$ cat config.mk
export PLATFORM = sky130hd
export DESIGN_NAME = dmem_dump
export DESIGN_NICKNAME = d
export VERILOG_FILES = /design/src/rtl/dmem_dump.sv
export SDC_FILE = /design/constraint.sdc
export NUM_CORES = 1
export LEC_CHECK = 0
export ABC_AREA = 1
export ABC_CLOCK_PERIOD_IN_PS = 2500
export CAP_MARGIN = 20
export CORE_UTILIZATION = 52
export CTS_BUF_LIST = sky130_fd_sc_hd__clkbuf_8
export DETAILED_ROUTE_END_ITERATION = 6
export MAX_ROUTING_LAYER = met4
export PLACE_DENSITY = 0.95
export REMOVE_ABC_BUFFERS = 1
export SLEW_MARGIN = 10
export SYNTH_ARGS = -nofsm -noshare
export SYNTH_HDL_FRONTEND = slang
export SYNTH_SLANG_ARGS = --single-unit
export TNS_END_PERCENT = 50
$ cat constraint.sdc
create_clock -name clk_i -period 2.5 [get_ports clk_i]
set_input_delay 0.375 -clock clk_i [delete_from_list [all_inputs] [get_ports clk_i]]
set_output_delay 0.375 -clock clk_i [all_outputs]
set_load 0.03 [all_outputs]
$ cat src/rtl/dmem_dump.sv
// dmem_dump: walks DMEM addresses 0..NWORDS-1 through a 1-cycle-latency read port,
// streams each byte on a valid/ready port flagging the last, and keeps a modular checksum.
module dmem_dump #(
    parameter int NWORDS = 8,
    parameter int AW     = 3,
    parameter int DW     = 8
) (
    input  logic          clk_i,
    input  logic          rst_n_i,
    input  logic          start_i,
    output logic          busy_o,
    output logic          done_o,
    output logic          ren_o,
    output logic [AW-1:0] raddr_o,
    input  logic [DW-1:0] rdata_i,
    output logic [DW-1:0] tdata_o,
    output logic          tvalid_o,
    input  logic          tready_i,
    output logic          tlast_o,
    output logic [DW-1:0] csum_o
);
    typedef enum logic [2:0] {IDLE, READ, CAP, SEND, FIN} state_t;
    localparam logic [AW-1:0] LAST = AW'(NWORDS - 1);
    state_t        state_q, state_d;
    logic [AW-1:0] cnt_q, cnt_d, raddr_q, raddr_d;
    logic [DW-1:0] tdata_q, tdata_d, csum_q, csum_d;
    logic          last;
    assign last = cnt_q == LAST;
    always_comb begin
        state_d = state_q;
        cnt_d   = cnt_q;
        raddr_d = raddr_q;
        tdata_d = tdata_q;
        csum_d  = csum_q;
        case (state_q)
            IDLE: if (start_i) begin
                state_d = READ;
                cnt_d   = '0;
                raddr_d = '0;
                csum_d  = '0;
            end
            READ: state_d = CAP;
            CAP: begin
                tdata_d = rdata_i;
                state_d = SEND;
            end
            // raddr is loaded on entry to READ so it stays put everywhere else
            SEND: if (tready_i) begin
                csum_d = csum_q + tdata_q;
                if (last) state_d = FIN;
                else begin
                    cnt_d   = cnt_q + 1'b1;
                    raddr_d = cnt_q + 1'b1;
                    state_d = READ;
                end
            end
            FIN: state_d = IDLE;
            default: state_d = IDLE;
        endcase
    end
    always_ff @(posedge clk_i or negedge rst_n_i) begin
        if (!rst_n_i) begin
            state_q <= IDLE;
            cnt_q   <= '0;
            raddr_q <= '0;
            tdata_q <= '0;
            csum_q  <= '0;
        end else begin
            state_q <= state_d;
            cnt_q   <= cnt_d;
            raddr_q <= raddr_d;
            tdata_q <= tdata_d;
            csum_q  <= csum_d;
        end
    end
    assign busy_o   = state_q != IDLE;
    assign done_o   = state_q == FIN;
    assign ren_o    = state_q == READ;
    assign tvalid_o = state_q == SEND;
    assign tlast_o  = tvalid_o && last;
    assign raddr_o  = raddr_q;
    assign tdata_o  = tdata_q;
    assign csum_o   = csum_q;
endmodule

==> results.sh, run 1 <==
export IMPL_yosysMostFrequentCell="nand2_1"
export IMPL_status="finished clean"
export IMPL_pwr_share_seq=0.273
export IMPL_hold_viol_final=0
export IMPL_syn2layout_area_growth_pct=35.0
export IMPL_drtAntennaViolNets=0
export IMPL_drtIter0Drc=22
export IMPL_postCtsHoldBufs=0
export IMPL_crit_path_end_kind="primary output"
export IMPL_critPathMaxFanout=4
export IMPL_clk_pin_slew_worst_paths_ns=0.08
export IMPL_die_w_um=50.8
export IMPL_pwr_share_comb=0.636
export IMPL_mappedNetlistArea_um2=1240
export IMPL_r2r_start="tdata_o[0]"
export IMPL_finalNetCount=204
export IMPL_routed_via_density=5.38
export IMPL_rr_endpoint="csum_o[6]"
export IMPL_worst_slack_ns=0.261
export IMPL_grt_busiest_layer="met2"
export IMPL_max_freq_mhz=447
export IMPL_grt_util_met3=0.0387
export IMPL_powerDensity_nw_per_um2=1390
export IMPL_worstSetupPathType="reg2out"
export IMPL_synthTopCellsByArea="dfrtp_1 (44%), nand2_1 (14%), ha_1 (9.1%)"
export IMPL_startpoint_type="flip-flop"
export IMPL_max_stage_delay_ns=0.58
export IMPL_grt_pass1_wl_mm=4.64
export IMPL_irDropWorstVdd_mv=0.875
export IMPL_synth_top_area_cell="dfrtp_1"
export IMPL_r2r_slack_ns=0.85
export IMPL_sw_frac_of_total=0.471
export IMPL_fin_skew_ns=0.00526
export IMPL_hold_path_class="in2async"
export IMPL_die_h_um=50.8
export IMPL_track_usage=0.251
export IMPL_slew_limit_headroom=0.783
export IMPL_drc_errors=0
export IMPL_use_met2=0.453
export IMPL_met1_usage=0.287
export IMPL_dieArea_um2=2580
export IMPL_cts_setup_buffers=0
export IMPL_wl_per_cell_um=13.2
export IMPL_place_congestion=0.884
export IMPL_cts_tree="built"
export IMPL_synthTopCellsByCount="nand2_1 (45), dfrtp_1 (22), inv_1 (12)"
export IMPL_period_needed_ns=2.24
export IMPL_coreArea_um2=2230
export IMPL_netlist_instances=141
export IMPL_start_util=0.555
export IMPL_worstSkewPairLatency_ns=0.26
export IMPL_drv_cap=0
export IMPL_cts_resized=0
export IMPL_grt_setup_unrepaired="false"
export IMPL_holdWs_ns=0.466
export IMPL_synth_seq_cells=22
export IMPL_reg2reg_depth=8
export IMPL_setup_tns_final_ns=0
export IMPL_static_leakage_power_uw=0.000848
export IMPL_top_level_ports=36
export IMPL_route_vias_total=1120
export IMPL_crit_chain="ha_1 > ha_1 > nand2_1 > inv_1 > clkdlybuf4s50_1"
export IMPL_drv_slew=0
export IMPL_cpMostUsedCell="ha_1"
export IMPL_drive_gt1_frac=0.111
export IMPL_finalCritPeriodShare=0.896
export IMPL_syn_avg_cell_area_um2=8.79
export IMPL_cts_sinks=22
export IMPL_critPathRequiredTime_ns=2.12
export IMPL_cts_htree_levels=1
export IMPL_row_count=17
export IMPL_cts_inserted_buffers=3
export IMPL_synthArstFlopShare=1.00
export IMPL_first_pass_iters=4
export IMPL_intPower_uw=1240
export IMPL_clk_path_buf_depth=2
export IMPL_yosysSeqAreaShare=0.444
export IMPL_antenna_cells=0
export IMPL_cp_slowest_cell="clkdlybuf4s50_1"
export IMPL_synth_cell_types=20
export IMPL_gr_total_overflow=0
export IMPL_worst_pin_slew_ns=0.325
export IMPL_cp_arrival_ns=1.86
export IMPL_post_dp_hpwl_mm=2.07
export IMPL_yosysWarnings=0
export IMPL_antenna_found_initial=0
export IMPL_setup_viol=0
export IMPL_pre_cts_ws_ns=0.559
export IMPL_clkPwrFrac=0.091
export IMPL_synth_edff_count=0
export IMPL_dominantRegCellSynth="dfrtp_1"
export IMPL_grt_pass1_vias=1055
export IMPL_drt_total_wl_mm=2.74
export IMPL_numPortBuffers=35
export IMPL_clockRootBuffer="clkbuf_8"
export IMPL_nFillCells=166
export IMPL_grt_max_degree=23
export IMPL_p_switching_uw=1100
export IMPL_synth_top_area_share=0.444
metrics by stage:
stage                     utilization  power, uW  instances  cell area [um^2]
after floorplan                     -       1630        141              1240
after global placement          0.731       2060        205              1630
after detailed placement        0.731       2120        205              1630
after CTS                       0.750       2340        208              1670
after global routing            0.750       2520        208              1670
final                           0.750       2330        208              1670
cell families (layout without fill, tap and decap cells):
family,Yosys count,in the layout,share of synthesized area
buffers and inverters,13,52,0.0393
AND/OR/NAND/NOR,74,74,0.271
XOR/XNOR,3,3,0.0212
AO/OA/AOI/OAI,11,11,0.0444
adder cells (fa/ha/maj),10,10,0.107
multiplexers,8,8,0.0727
flip-flops,22,22,0.444
how the worst max path moves through the flow:
| stage | start | depth (start not counted) | endpoint | slack, ns |
|---|---|---|---|---|
| 5_1_grt | raddr_o[0] | 5 | tlast_o | 0.19 |
| 4_1_cts | raddr_o[0] | 5 | tlast_o | 0.26 |
| 3_3_place_gp | raddr_o[0] | 5 | tlast_o | 0.59 |
| 6_report | raddr_o[0] | 5 | tlast_o | 0.26 |
| 2_1_floorplan | tdata_o[0] | 8 | csum_o[6] | 0.81 |
| 3_5_place_dp | raddr_o[0] | 5 | tlast_o | 0.56 |
per-layer routing:
layer  share of wire  vias up
met1            0.45      543
li1                -      538
met3           0.039        4
met2            0.50       35
met4          0.0091        0
met5               0        -
flip-flops by register name (all words and copies together) (netlist names):
register and cells:
csum_o 8, tdata_o 8, raddr_o 3, state_q 3
critical path: cells and delay by family, from the launching register on:
kind	cells	cell delay [ns]
adder cells (fa/ha/maj)	2	0.43
flip-flops	1	0.41
AND/OR/NAND/NOR	1	0.14
buffers and inverters	2	0.63
power by group through the flow:
stage / registers (uW) / logic (uW) / clock network, uW
2_1_floorplan: 865 / 760 / 0
3_3_place_gp: 629 / 1430 / 0
3_5_place_dp: 645 / 1470 / 0
4_1_cts: 638 / 1480 / 220
5_1_grt: 656 / 1630 / 231
6_report: 637 / 1480 / 213
placed cells by master, fill, tap and decap left out:
cell type	n
nor3_1	1
ha_1	9
o21ai_0	7
xnor2_1	2
clkbuf_8	3
nand2_1	45
nand3_1	9
fa_1	1
or2_4	1
inv_2	1
nand3_2	2
a21oi_1	4
mux2_2	8
buf_4	1
nand3b_1	5
nor2_2	1
inv_1	12
clkdlybuf4s50_1	35
xor2_1	1
nand2_2	2
or2_2	1
nor2_1	7
dfrtp_1	22
final cells by class:
| type | instances | area (um^2) | area share |
|---|---|---|---|
| clock buffer | 3 | 41.3 | 0.0247 |
| tap | 28 | 35.0 | 0.0209 |
| multi-input combinational | 106 | 641 | 0.383 |
| timing repair buffer | 36 | 358 | 0.214 |
| inverter | 13 | 48.8 | 0.0291 |
| sequential | 22 | 551 | 0.329 |
Power figures use the tool's default switching activity.
==> run 2, diff against run 1 <==
Settings changed: ABC_CLOCK_PERIOD_IN_PS 2500 to 2400, CORE_UTILIZATION 52 to 49, PLACE_DENSITY 0.95 to 0.92.
Clock period 2.5 ns to 2.4 ns, I/O delays scaled along.
==> results.sh, run 2 (synthesized netlist as in run 1, its figures left out) <==
export IMPL_drv_cap=0
export IMPL_max_freq_mhz=450
export IMPL_worstSetupPathType="reg2out"
export IMPL_first_pass_iters=5
export IMPL_powerDensity_nw_per_um2=1460
export IMPL_crit_chain="ha_1 > ha_1 > nand2_1 > inv_1 > clkdlybuf4s50_1"
export IMPL_r2r_slack_ns=0.74
export IMPL_critPathMaxFanout=4
export IMPL_slew_limit_headroom=0.770
export IMPL_clk_path_buf_depth=2
export IMPL_die_h_um=52.3
export IMPL_routed_via_density=5.30
export IMPL_drive_gt1_frac=0.111
export IMPL_antenna_found_initial=0
export IMPL_reg2reg_depth=8
export IMPL_irDropWorstVdd_mv=0.952
export IMPL_numPortBuffers=35
export IMPL_status="finished clean"
export IMPL_crit_path_end_kind="primary output"
export IMPL_worstSkewPairLatency_ns=0.26
export IMPL_grt_setup_unrepaired="false"
export IMPL_cts_inserted_buffers=3
export IMPL_die_w_um=52.3
export IMPL_cp_slowest_cell="clkdlybuf4s50_1"
export IMPL_drtIter0Drc=22
export IMPL_clockRootBuffer="clkbuf_8"
export IMPL_period_needed_ns=2.22
export IMPL_critPathLaunch="raddr_o[0]"
export IMPL_max_stage_delay_ns=0.58
export IMPL_static_leakage_power_uw=0.000848
export IMPL_clk_pin_slew_worst_paths_ns=0.08
export IMPL_antenna_cells=0
export IMPL_startpoint_type="flip-flop"
export IMPL_cts_sinks=22
export IMPL_drtAntennaViolNets=0
export IMPL_p_total_uw=2450
export IMPL_layout_cells_non_filler=208
export IMPL_critical_path_endpoint="tlast_o"
export IMPL_fin_skew_ns=0.00220
export IMPL_wl_per_cell_um=13.7
export IMPL_place_inst=205
export IMPL_dieArea_um2=2740
export IMPL_finalCritPeriodShare=0.927
export IMPL_top_level_ports=36
export IMPL_cp_arrival_ns=1.86
export IMPL_postCtsHoldBufs=0
export IMPL_rr_endpoint="csum_o[6]"
export IMPL_hold_viol_final=0
export IMPL_drt_total_wl_mm=2.85
export IMPL_route_vias_total=1102
export IMPL_post_dp_hpwl_mm=2.16
export IMPL_r2r_start="tdata_o[0]"
export IMPL_hold_path_class="in2async"
export IMPL_finalNetCount=204
export IMPL_final_common_cell="nand2_1"
export IMPL_cts_resized=0
export IMPL_mostFrequentLayoutCells="nand2_1 (45), clkdlybuf4s50_1 (35), dfrtp_1 (22)"
export IMPL_gr_total_overflow=0
export IMPL_critPathRequiredTime_ns=2.04
export IMPL_cpMostUsedCell="ha_1"
export IMPL_place_congestion=0.865
export IMPL_drc_errors=0
export IMPL_track_usage=0.251
export IMPL_regArea_um2=551
export IMPL_cts_tree="built"
export IMPL_cts_htree_levels=1
export IMPL_grt_max_degree=23
export IMPL_cts_setup_buffers=0
export IMPL_coreArea_um2=2300
export IMPL_multi_input_area_um2=641
export IMPL_syn2layout_area_growth_pct=35.0
export IMPL_row_count=17
export IMPL_grt_pass1_vias=1146
export IMPL_setup_viol=0
export IMPL_grt_pass1_wl_mm=4.92
export IMPL_nFillCells=193
export IMPL_worst_pin_slew_ns=0.344
export IMPL_start_util=0.540
export IMPL_setup_tns_final_ns=0
export IMPL_drv_slew=0
## run 2: routing by layer
| layer | global-route usage | vias to the layer above | share of wire |
|---|---|---|---|
| met5 | - | - | 0 |
| met4 | 0.0789 | 0 | 0.0035 |
| met3 | 0.0522 | 2 | 0.053 |
| met2 | 0.454 | 30 | 0.53 |
| met1 | 0.273 | 528 | 0.42 |
| li1 | - | 542 | - |
## run 2: area by class of cell
cell class,instances,area share
clock buffer,3,0.0247
inverter,13,0.0291
multi-input combinational,106,0.383
sequential,22,0.329
tap,28,0.0209
timing repair buffer,36,0.214
## run 2: worst min-delay path by stage
stage	startpoint	slack, ns	depth (start not counted)	endpoint
final	rst_n_i	0.45	2	tdata_o[1]
after global routing	rst_n_i	0.49	2	tdata_o[1]
after CTS	rst_n_i	0.46	2	csum_o[4]
after detailed placement	csum_o[4]	0.51	2	csum_o[4]
after global placement	csum_o[0]	0.49	2	csum_o[0]
after floorplan	rst_n_i	0.06	0	csum_o[0]
## run 2: per-stage QoR
stage / hold WS (ns) / util / setup slack (ns) / instance area [um^2]
floorplan: 0.0644 / - / 0.715 / 1240
global placement: 0.489 / 0.711 / 0.508 / 1630
detailed placement: 0.507 / 0.711 / 0.476 / 1630
CTS: 0.460 / 0.729 / 0.171 / 1670
global route: 0.490 / 0.729 / 0.0778 / 1670
finish: 0.450 / 0.729 / 0.175 / 1670
## run 2: report_power, final
part           switching, uW  internal (uW)
Combinational            904            652
Clock                    114            112
Sequential               144            522
Total                   1160           1290
## run 2: critical path, delay by kind of cell, from the launching register on
| family | cells | cell delay, ns |
|---|---|---|
| fa+ha+maj | 2 | 0.43 |
| flops | 1 | 0.41 |
| simple gates | 1 | 0.14 |
| buf+inv | 2 | 0.63 |
==> run 3, diff against run 2 <==
Settings changed: PLACE_DENSITY 0.92 to 0.81.
==> results.sh, run 3 (synthesized netlist as in run 1, its figures left out) <==
export IMPL_status="finished clean"
export IMPL_drtAntennaViolNets=0
export IMPL_syn2layout_area_growth_pct=37.4
export IMPL_cts_inserted_buffers=3
export IMPL_postCtsHoldBufs=0
export IMPL_antenna_cells=0
export IMPL_cts_resized=0
export IMPL_drt_total_wl_mm=2.80
export IMPL_wl_per_cell_um=13.4
export IMPL_setup_viol=0
export IMPL_max_stage_delay_ns=0.58
export IMPL_row_count=17
export IMPL_final_common_cell="nand2_1"
export IMPL_cts_htree_levels=1
export IMPL_cts_sinks=22
export IMPL_cp_slowest_cell="clkdlybuf4s50_1"
export IMPL_setup_tns_final_ns=0
export IMPL_cts_setup_buffers=0
export IMPL_drv_slew=0
export IMPL_crit_path_end_kind="primary output"
export IMPL_antenna_found_initial=0
export IMPL_worstSetupPathType="reg2out"
export IMPL_dieArea_um2=2740
export IMPL_intPower_uw=1400
export IMPL_static_leakage_power_uw=0.000862
export IMPL_critPathMaxFanout=4
export IMPL_r2r_start="tdata_o[0]"
export IMPL_grt_max_degree=23
export IMPL_grt_pass1_vias=1045
export IMPL_powerDensity_nw_per_um2=1510
export IMPL_place_congestion=0.839
export IMPL_clk_path_buf_depth=2
export IMPL_drtIter0Drc=21
export IMPL_max_freq_mhz=451
export IMPL_cp_arrival_ns=1.86
export IMPL_start_util=0.540
export IMPL_startpoint_type="flip-flop"
export IMPL_pwr_share_comb=0.605
export IMPL_finalCritPeriodShare=0.925
export IMPL_hold_viol_final=0
export IMPL_pwr_share_seq=0.260
export IMPL_final_core_util=0.742
export IMPL_period_needed_ns=2.22
export IMPL_numPortBuffers=35
export IMPL_p_switching_uw=1170
export IMPL_clkPwrFrac=0.135
export IMPL_top_level_ports=36
export IMPL_critPathLaunch="raddr_o[0]"
export IMPL_fin_skew_ns=0.00623
export IMPL_p_total_uw=2570
export IMPL_cpMostUsedCell="ha_1"
export IMPL_critPathRequiredTime_ns=2.04
export IMPL_die_w_um=52.3
export IMPL_clk_pin_slew_worst_paths_ns=0.08
export IMPL_routed_via_density=5.23
export IMPL_grt_setup_unrepaired="false"
export IMPL_drive_gt1_frac=0.116
export IMPL_grt_pass1_wl_mm=4.52
export IMPL_coreArea_um2=2300
export IMPL_hold_path_class="in2async"
export IMPL_drv_cap=0
export IMPL_slew_limit_headroom=0.777
export IMPL_cts_tree="built"
export IMPL_worstSkewPairLatency_ns=0.27
export IMPL_drc_errors=0
export IMPL_mostFrequentLayoutCells="nand2_1 (45), clkdlybuf4s50_1 (35), dfrtp_1 (22)"
export IMPL_nFillCells=181
export IMPL_crit_chain="ha_1 > ha_1 > nand2_1 > inv_1 > clkdlybuf4s50_1"
export IMPL_sw_frac_of_total=0.456
export IMPL_route_vias_total=1093
export IMPL_die_h_um=52.3
export IMPL_track_usage=0.240
export IMPL_finalNetCount=204
export IMPL_post_dp_hpwl_mm=2.07
export IMPL_clockRootBuffer="clkbuf_8"
export IMPL_worst_pin_slew_ns=0.334
export IMPL_irDropWorstVdd_mv=0.882
export IMPL_gr_total_overflow=0
export IMPL_first_pass_iters=4
run 3: cell types whose count changed in the layout (fill, tap and decap cells not counted):
cell       change
bufinv_16      +1
run 3: power by group through the flow:
stage / Clock (uW) / Combinational, uW / Sequential [uW]
final: 347 / 1550 / 669
after global routing: 369 / 1690 / 689
after CTS: 348 / 1560 / 670
after detailed placement: 0 / 1550 / 674
after global placement: 0 / 1500 / 661
after floorplan: 0 / 791 / 902
run 3: per-stage QoR:
stage	area (um^2)	cells	setup slack, ns	hold WS, ns
after CTS	1700	209	0.180	0.451
final	1700	209	0.181	0.436
after floorplan	1240	141	0.715	0.0644
after global routing	1700	209	0.118	0.483
after detailed placement	1630	205	0.482	0.502
after global placement	1630	205	0.508	0.489
run 3: area by class of cell:
type                            count  area [um^2]  share of cell area
Clock buffer                        3         41.3              0.0242
Clock inverter                      1         30.0              0.0176
Inverter                           13         48.8              0.0286
Multi-Input combinational cell    106          641               0.376
Sequential cell                    22          551               0.323
Tap cell                           28         35.0              0.0206
Timing Repair Buffer               36          358               0.210
run 3: worst paths after layout:
check	to	slack (ns)	depth (start not counted)
max	tlast_o	0.18	5
min	csum_o[5]	0.44	2
max reg2reg	csum_o[6]	0.73	8
min reg2reg	csum_o[0]	0.52	2
max in group asynchronous	state_q[1]	1.74	2
min in group clk_i	csum_o[0]	0.52	2
run 3: critical path: cells and delay by family, from the launching register on:
| family | cells | cell delay, ns |
|---|---|---|
| and+or+nand+nor | 1 | 0.13 |
| DFF | 1 | 0.42 |
| adders and majority gates | 2 | 0.41 |
| buffers and inverters | 2 | 0.63 |
run 3: per-layer routing:
metal / wire length, um / part of all wire / GRT usage
met5: 0 / 0 / -
met4: 42 / 0.015 / 0.0921
met3: 129 / 0.046 / 0.0464
met2: 1390 / 0.50 / 0.420
met1: 1240 / 0.44 / 0.268
